## config.mk

```make
export PLATFORM = sky130hd
export DESIGN_NAME = pcler8_seq_ctrl
export DESIGN_NICKNAME = d
export VERILOG_FILES = /design/src/rtl/pcler8_seq_ctrl.sv
export SDC_FILE = /design/constraint.sdc
export NUM_CORES = 1
export LEC_CHECK = 0
export CORE_AREA = 8 8 65 67
export DETAILED_ROUTE_END_ITERATION = 12
export DIE_AREA = 0 0 73 75
export PLACE_DENSITY = 0.82
export SLEW_MARGIN = 10
export SYNTH_ARGS = -nofsm -noshare
export SYNTH_HDL_FRONTEND = slang
export SYNTH_SLANG_ARGS = --single-unit
```

## constraint.sdc

```tcl
create_clock -name clk_pad -period 5.45 [get_ports clk_pad]
set_input_delay 1.09 -clock clk_pad [delete_from_list [all_inputs] [get_ports clk_pad]]
set_output_delay 1.09 -clock clk_pad [all_outputs]
set_load 0.005 [all_outputs]
```

## src/rtl/pcler8_seq_ctrl.sv

```systemverilog
// Sequencer and two-requester load arbiter for the pcler8 parallel-load counter.
// Owns the counter, reload and prescaler registers; all outputs are registered.
module pcler8_seq_ctrl #(
    parameter int WIDTH   = 8,
    parameter int PRESC_W = 4
) (
    input  logic               clk_pad,
    input  logic               rst_n_pad,
    input  logic               req0_pad,
    input  logic               req1_pad,
    input  logic [WIDTH-1:0]   data0_pad,
    input  logic [WIDTH-1:0]   data1_pad,
    output logic               gnt0_pad,
    output logic               gnt1_pad,
    input  logic               start_pad,
    input  logic               stop_pad,
    input  logic               auto_pad,
    input  logic [PRESC_W-1:0] presc_pad,
    output logic [WIDTH-1:0]   count_pad,
    output logic               tc_pad,
    output logic               busy_pad,
    output logic [1:0]         state_pad
);

    typedef enum logic [1:0] {
        ST_IDLE  = 2'd0,
        ST_ARMED = 2'd1,
        ST_RUN   = 2'd2,
        ST_DONE  = 2'd3
    } state_e;

    localparam logic [WIDTH-1:0] ALL_ONES = {WIDTH{1'b1}};

    state_e             state_q, state_d;
    logic [WIDTH-1:0]   count_q, count_d;
    logic [WIDTH-1:0]   reload_q, reload_d;
    logic [PRESC_W-1:0] presc_q, presc_d;
    logic               rr_q, rr_d;
    logic               gnt0_q, gnt0_d;
    logic               gnt1_q, gnt1_d;
    logic               tc_q, tc_d;
    logic               busy_q, busy_d;

    logic               load_ok;
    logic               win1;
    logic [WIDTH-1:0]   win_data;
    logic               tick;

    // Winner selection; the round-robin pointer only matters when both contend.
    always_comb begin
        win1     = (req0_pad && req1_pad) ? rr_q : req1_pad;
        win_data = win1 ? data1_pad : data0_pad;
        load_ok  = ((state_q == ST_IDLE) || (state_q == ST_DONE))
                   && !gnt0_q && !gnt1_q && (req0_pad || req1_pad);
        tick     = (presc_q == presc_pad);
    end

    always_comb begin
        // NOTE: every always_comb output gets a default first so no path infers a latch.
        state_d  = state_q;
        count_d  = count_q;
        reload_d = reload_q;
        presc_d  = presc_q;
        rr_d     = rr_q;
        gnt0_d   = 1'b0;
        gnt1_d   = 1'b0;
        tc_d     = 1'b0;

        unique case (state_q)
            ST_IDLE: begin
                // Only loads leave IDLE; handled below.
            end
            ST_ARMED: begin
                if (stop_pad) begin
                    state_d = ST_IDLE;
                end else if (start_pad) begin
                    state_d = ST_RUN;
                    presc_d = '0;
                end
            end
            ST_RUN: begin
                if (stop_pad) begin
                    state_d = ST_IDLE;
                end else if (tick) begin
                    presc_d = '0;
                    if (count_q != ALL_ONES) begin
                        count_d = count_q + WIDTH'(1);
                    end else begin
                        tc_d = 1'b1;
                        if (auto_pad) begin
                            count_d = reload_q;
                        end else begin
                            state_d = ST_DONE;
                        end
                    end
                end else begin
                    presc_d = presc_q + PRESC_W'(1);
                end
            end
            ST_DONE: begin
                if (stop_pad) begin
                    state_d = ST_IDLE;
                end else if (start_pad) begin
                    state_d = ST_RUN;
                    count_d = reload_q;
                    presc_d = '0;
                end
            end
            default: state_d = ST_IDLE;
        endcase

        // An accepted load overrides stop/start in IDLE and DONE.
        if (load_ok) begin
            state_d  = ST_ARMED;
            count_d  = win_data;
            reload_d = win_data;
            gnt0_d   = !win1;
            gnt1_d   = win1;
            if (req0_pad && req1_pad) begin
                rr_d = !win1;
            end
        end

        busy_d = (state_d == ST_RUN);
    end

    always_ff @(posedge clk_pad) begin
        // NOTE: sequential state uses non-blocking assignments so all registers update together.
        if (!rst_n_pad) begin
            state_q  <= ST_IDLE;
            count_q  <= '0;
            reload_q <= '0;
            presc_q  <= '0;
            rr_q     <= 1'b0;
            gnt0_q   <= 1'b0;
            gnt1_q   <= 1'b0;
            tc_q     <= 1'b0;
            busy_q   <= 1'b0;
        end else begin
            state_q  <= state_d;
            count_q  <= count_d;
            reload_q <= reload_d;
            presc_q  <= presc_d;
            rr_q     <= rr_d;
            gnt0_q   <= gnt0_d;
            gnt1_q   <= gnt1_d;
            tc_q     <= tc_d;
            busy_q   <= busy_d;
        end
    end

    assign gnt0_pad  = gnt0_q;
    assign gnt1_pad  = gnt1_q;
    assign count_pad = count_q;
    assign tc_pad    = tc_q;
    assign busy_pad  = busy_q;
    assign state_pad = state_q;

endmodule

```

# Word level (Yosys, flattened, before mapping)
# Cells that the tools add are included.
[classes] n_addsub=2 eq_ne=14 n_reduce_logical=18 n_mux=24 bitwise=3
[op_table] operator="2-to-1 mux 8 bit" count=8
[op_table] operator="2-to-1 mux 4 bit" count=4
[op_table] operator="case mux 8 bit (2 select lines)" count=1
[op_table] operator="2-to-1 mux 2 bit" count=7
[op_table] operator="inequality test 3 bit, second input constant" count=4
[op_table] operator="adder 8 x 1 -> 8 bit, second input constant" count=1
[op_table] operator="inequality test 8 bit, second input constant" count=1
[op_table] operator="case mux 4 bit (2 select lines)" count=1
[op_table] operator="equality test 2 bit, second input constant" count=3
[op_table] operator="AND reduction 6 bit" count=1
[op_table] operator="adder 4 x 1 -> 4 bit, second input constant" count=1
[op_table] operator="equality test 4 bit" count=1
[op_table] operator="logical AND 1 bit" count=4
[op_table] operator="inequality test 2 bit, second input constant" count=2
[op_table] operator="inequality test 4 bit, second input constant" count=1
[op_table] operator="case mux 2 bit (2 select lines)" count=1
[op_table] operator="AND reduction 2 bit" count=2
[op_table] operator="AND reduction 4 bit" count=1
[op_table] operator="OR reduction 4 bit" count=1
[op_table] operator="logical NOT 1 bit" count=3
[op_table] operator="inverter 1 bit" count=3
[op_table] operator="nonzero test 3 bit" count=1
[op_table] operator="equality test 2 x 1 -> 1 bit, second input constant" count=1
[op_table] operator="logical NOT 2 bit" count=1
[op_table] operator="5 further kinds" count=7
[totals] output_inout_bits=14 reg_bits=27 in_bits=27

# Logic depth before layout (Yosys ltp)
[logic_depth] word_depth=7 mapped_depth=8

# Worst setup path after synthesis
# No wires, ideal clock.
[synth_timing] path_type="in2reg" startpoint="in req0_pad" endpoint="reg count_q[6] (netlist: count_pad[6])" t_arrival_ps=2049 setup_ps=116 stages=6 setup_slack_ps=3285 path_cell_list="nor2b_1 > nand2b_1 > buf_4 > mux2i_1 > nand2_1 > a41o_1"
[synth_via] elab_chain_len=4
[synth_lines] element="start: declaration" line_no="9" source="input logic req0_pad,"
[synth_lines] element="logical OR 1 bit or logical AND 1 bit (tied branches)" line_no="54, 51"
[synth_lines] element="logical AND 1 bit or 2-to-1 mux 1 bit (tied branches)" line_no="54, 51"
[synth_lines] element="inequality test 4 bit (no source line), or another cell as far along"
[synth_lines] element="AND reduction 6 bit (no source line) or 2-to-1 mux 8 bit (tied branches)"
[synth_lines] element="end signal: assignment" line_no="141" source="count_q <= count_d;"
[synth_lines] element="end: declaration" line_no="35" source="logic [WIDTH-1:0] count_q, count_d;"
# Several ways; a longest one is shown, not always the timed one.
# A chain may end at the register's enable or synchronous reset.

==> run metrics <==
average footprint of a synthesized cell 8.66 um2; final-report max-slew violation count 0; later-pin clock latency in the skew report 0.33 ns; global-route wire length before repair 6640 um; Switching Fraction 0.352; net switching power figure 0.208 mW; buffers inserted during post-CTS setup optimization 0; register bit count reported by yosys 27; worst stage delay on the critical path 0.85 ns; Diodes inserted 0; kind of end point of the critical path register; Least-Margin Pin Slew 0.608 ns; final core occ 0.638; clock power share 0.156; Tot GR Track Use 0.150; count of endpoints failing setup in the final report 0; layout cell share with drive strength beyond 1 0.0717; fin nets 257; Synthesized Nets 219; outcome finished clean; clock sink count 27; worst voltage drop across the vdd grid 149 uV; # hold bufs at CTS 0; hold crit path type register to register; master of the slowest instance on the critical path sky130_fd_sc_hd__clkdlybuf4s50_1; root buf cell sky130_fd_sc_hd__clkbuf_4; Combinational Power Share 0.390; final sum of negative setup slack 0 ns; Chip Width 73 um; detailed router's first-iteration violation count 75; most common flop cell mapped by yosys sky130_fd_sc_hd__dfxtp_1; placed cells 265; vias in the first global route roughly 1500; Hold Worst Slack 0.486 ns; minimum clock period 2.60 ns; port buffer count 40; number of cells in the finished layout apart from fillers 269; number of buffers created by CTS 3; count of cells along the worst hold path 1; total power 0.590 mW; hold path startpoint reload_q[7]; final routed wire length divided by cell count 14.4 um; number of cells produced by synthesis 186; most common cell after layout, fill and taps aside sky130_fd_sc_hd__clkdlybuf4s50_1; fillcell total 298; largest net degree at the start of global routing 31; hold worst-path end reload_q[7]; worst reg2reg setup slack 3.27 ns; deepest level of the CTS H-tree 1; detailed placer's ending HPWL a little under 3000 um; arrival time of data at the critical path endpoint between 2 and 3 ns; asr flop ratio synth 0; post-placement setup slack 2.48 ns; PnR worst setup slack 2.85 ns; CP delay by family, top buffers and inverters; count of buffer and inverter cells on the critical path 2; number of enable-type register cells in the synthesized netlist 0; Fmax achieved 0.384 GHz; Pre-antenna DRT Iters 4; worst slew slack as a fraction of its limit 0.594; remaining global-route overflow 0; clock tree from TritonCTS yes; Finished Cell Area 0.00206 mm2; static leakage ~0.85 nW; IO Pins 41; DRC viols 0; most used cells in the layout excluding fill and tap cells 40 x sky130_fd_sc_hd__clkdlybuf4s50_1, 27 x sky130_fd_sc_hd__dfxtp_1, 17 x sky130_fd_sc_hd__nor2_1, 12 x sky130_fd_sc_hd__o21ai_0, 11 x sky130_fd_sc_hd__a21oi_1; power per unit of standard cell area 286 mW/mm2; worst reg2reg path endpoint count_pad[1]; via count of the routed design ~1500; dpl cell area 0.00204 mm2; via density per instance 5.58; post-synthesis cell area 0.00161 mm2; critical path fanouts, max 17; clock-pin slew reported for the worst setup and hold paths after clock tree synthesis 0.16 ns; Die ar. 0.00548 mm2; maximum root-to-sink buffer count 2; cell chain of the critical path clkdlybuf4s50_1 -> inv_1 -> a31oi_1 -> a32oi_1 -> a21oi_1; vertical die dimension 75 um; internal power 0.382 mW; number of library cell types mapped by synthesis 51; hold violation total from the final report 0; routed wire length 3880 um; source of the worst register-to-register timing path state_pad[0]; part of the total power dissipated in sequential elements 0.454; placeable core area 0.00323 mm2; count of standard-cell rows 21; effective utilization at floorplan 0.498; antenna violations before repair 0; kind of launch point of the worst setup path input port; routability cong. 0.879; number of instances resized during post-cts repair 0; yosys synthesis warning count 0; number of routed nets with antenna violations 0; max-cap violations 0; final cycle utilization of the critical path 0.477; number of cells on the worst reg-to-reg path 7; Worst Path Class, Setup input port to register; worst endpoint required time 5.73 ns; clk_skew 0.0102 ns; post-synthesis sequential area ratio 0.336; P&R area growth vs syn 28.1%; setup repair after global routing missed its margin false
==> flip-flops by register name (all words and copies together), names as in the netlist <==
signal,count
busy_pad,1
count_pad,8
gnt0_pad,1
gnt1_pad,1
presc_q,4
reload_q,8
rr_q,1
state_pad,2
tc_pad,1
==> worst max path at each step <==
stage,slack (ns),cells after the start,endpoint,start
after CTS,2.84,6,count_pad[1],req0_pad
after global routing,2.68,5,count_pad[7],rst_n_pad
final,2.85,5,count_pad[7],rst_n_pad
after floorplan,3.29,6,count_pad[6],req0_pad
after detailed placement,2.48,6,count_pad[1],req0_pad
after global placement,2.53,5,count_pad[7],rst_n_pad
==> synthesized netlist by cell type (all sizes together) (3+ instances only) <==
cell type  count  area share
dfxtp         27        0.34
nor2          17       0.040
o21ai         13       0.040
a21oi         11       0.034
inv            9       0.021
nand2          9       0.021
nand3          9       0.028
xnor2          9       0.049
mux2i          8       0.050
ha             6       0.047
buf            5       0.023
a211oi         4       0.019
a31oi          4       0.023
and3           4       0.019
a21o           3       0.019
a41o           3       0.019
and2           3       0.012
clkbuf         3      0.0070
nand4          3       0.012
o211ai         3       0.014
o21a           3       0.014
or2            3       0.012
xor2           3       0.016
==> worst register-to-register path, delay by kind of cell, from the launching register on <==
kind                     cells  cell delay (ns)
AND/OR/NAND/NOR              2             0.52
adder cells (fa/ha/maj)      1             0.36
flip-flops                   1             0.43
AO/OA/AOI/OAI                2             0.34
buffers and inverters        2             0.46
==> metal layers <==
layer	global-route usage	share of wire
met2	0.265	0.49
met4	0.0489	0.0083
met3	0.0306	0.040
met1	0.176	0.47
met5	0	0
==> area by class of cell <==
class / instances / area (um2) / share of cell area
clock buffers: 4 / 26.3 / 0.0127
inverters: 9 / 33.8 / 0.0164
multi-input cells: 142 / 997 / 0.483
flip-flops and latches: 27 / 541 / 0.262
well taps: 46 / 57.6 / 0.0279
repair buffers: 41 / 408 / 0.198
==> cells by family after synthesis <==
kind of cell / after synthesis / synth area share
compound gates: 55 / 0.244
buf+inv: 17 / 0.0505
flops: 27 / 0.336
xor+xnor: 12 / 0.0653
fa+ha+maj: 6 / 0.0466
mux: 8 / 0.0497
simple gates: 61 / 0.208
==> power by group through the flow <==
stage | registers [mW] | clock network [mW] | logic, mW
final | 0.268 | 0.0920 | 0.230
after global routing | 0.274 | 0.0987 | 0.258
after CTS | 0.267 | 0.0924 | 0.232
after detailed placement | 0.272 | 0 | 0.230
after global placement | 0.271 | 0 | 0.227
after floorplan | 0.265 | 0 | 0.144
No activity file was read; power rests on OpenSTA's default activity.
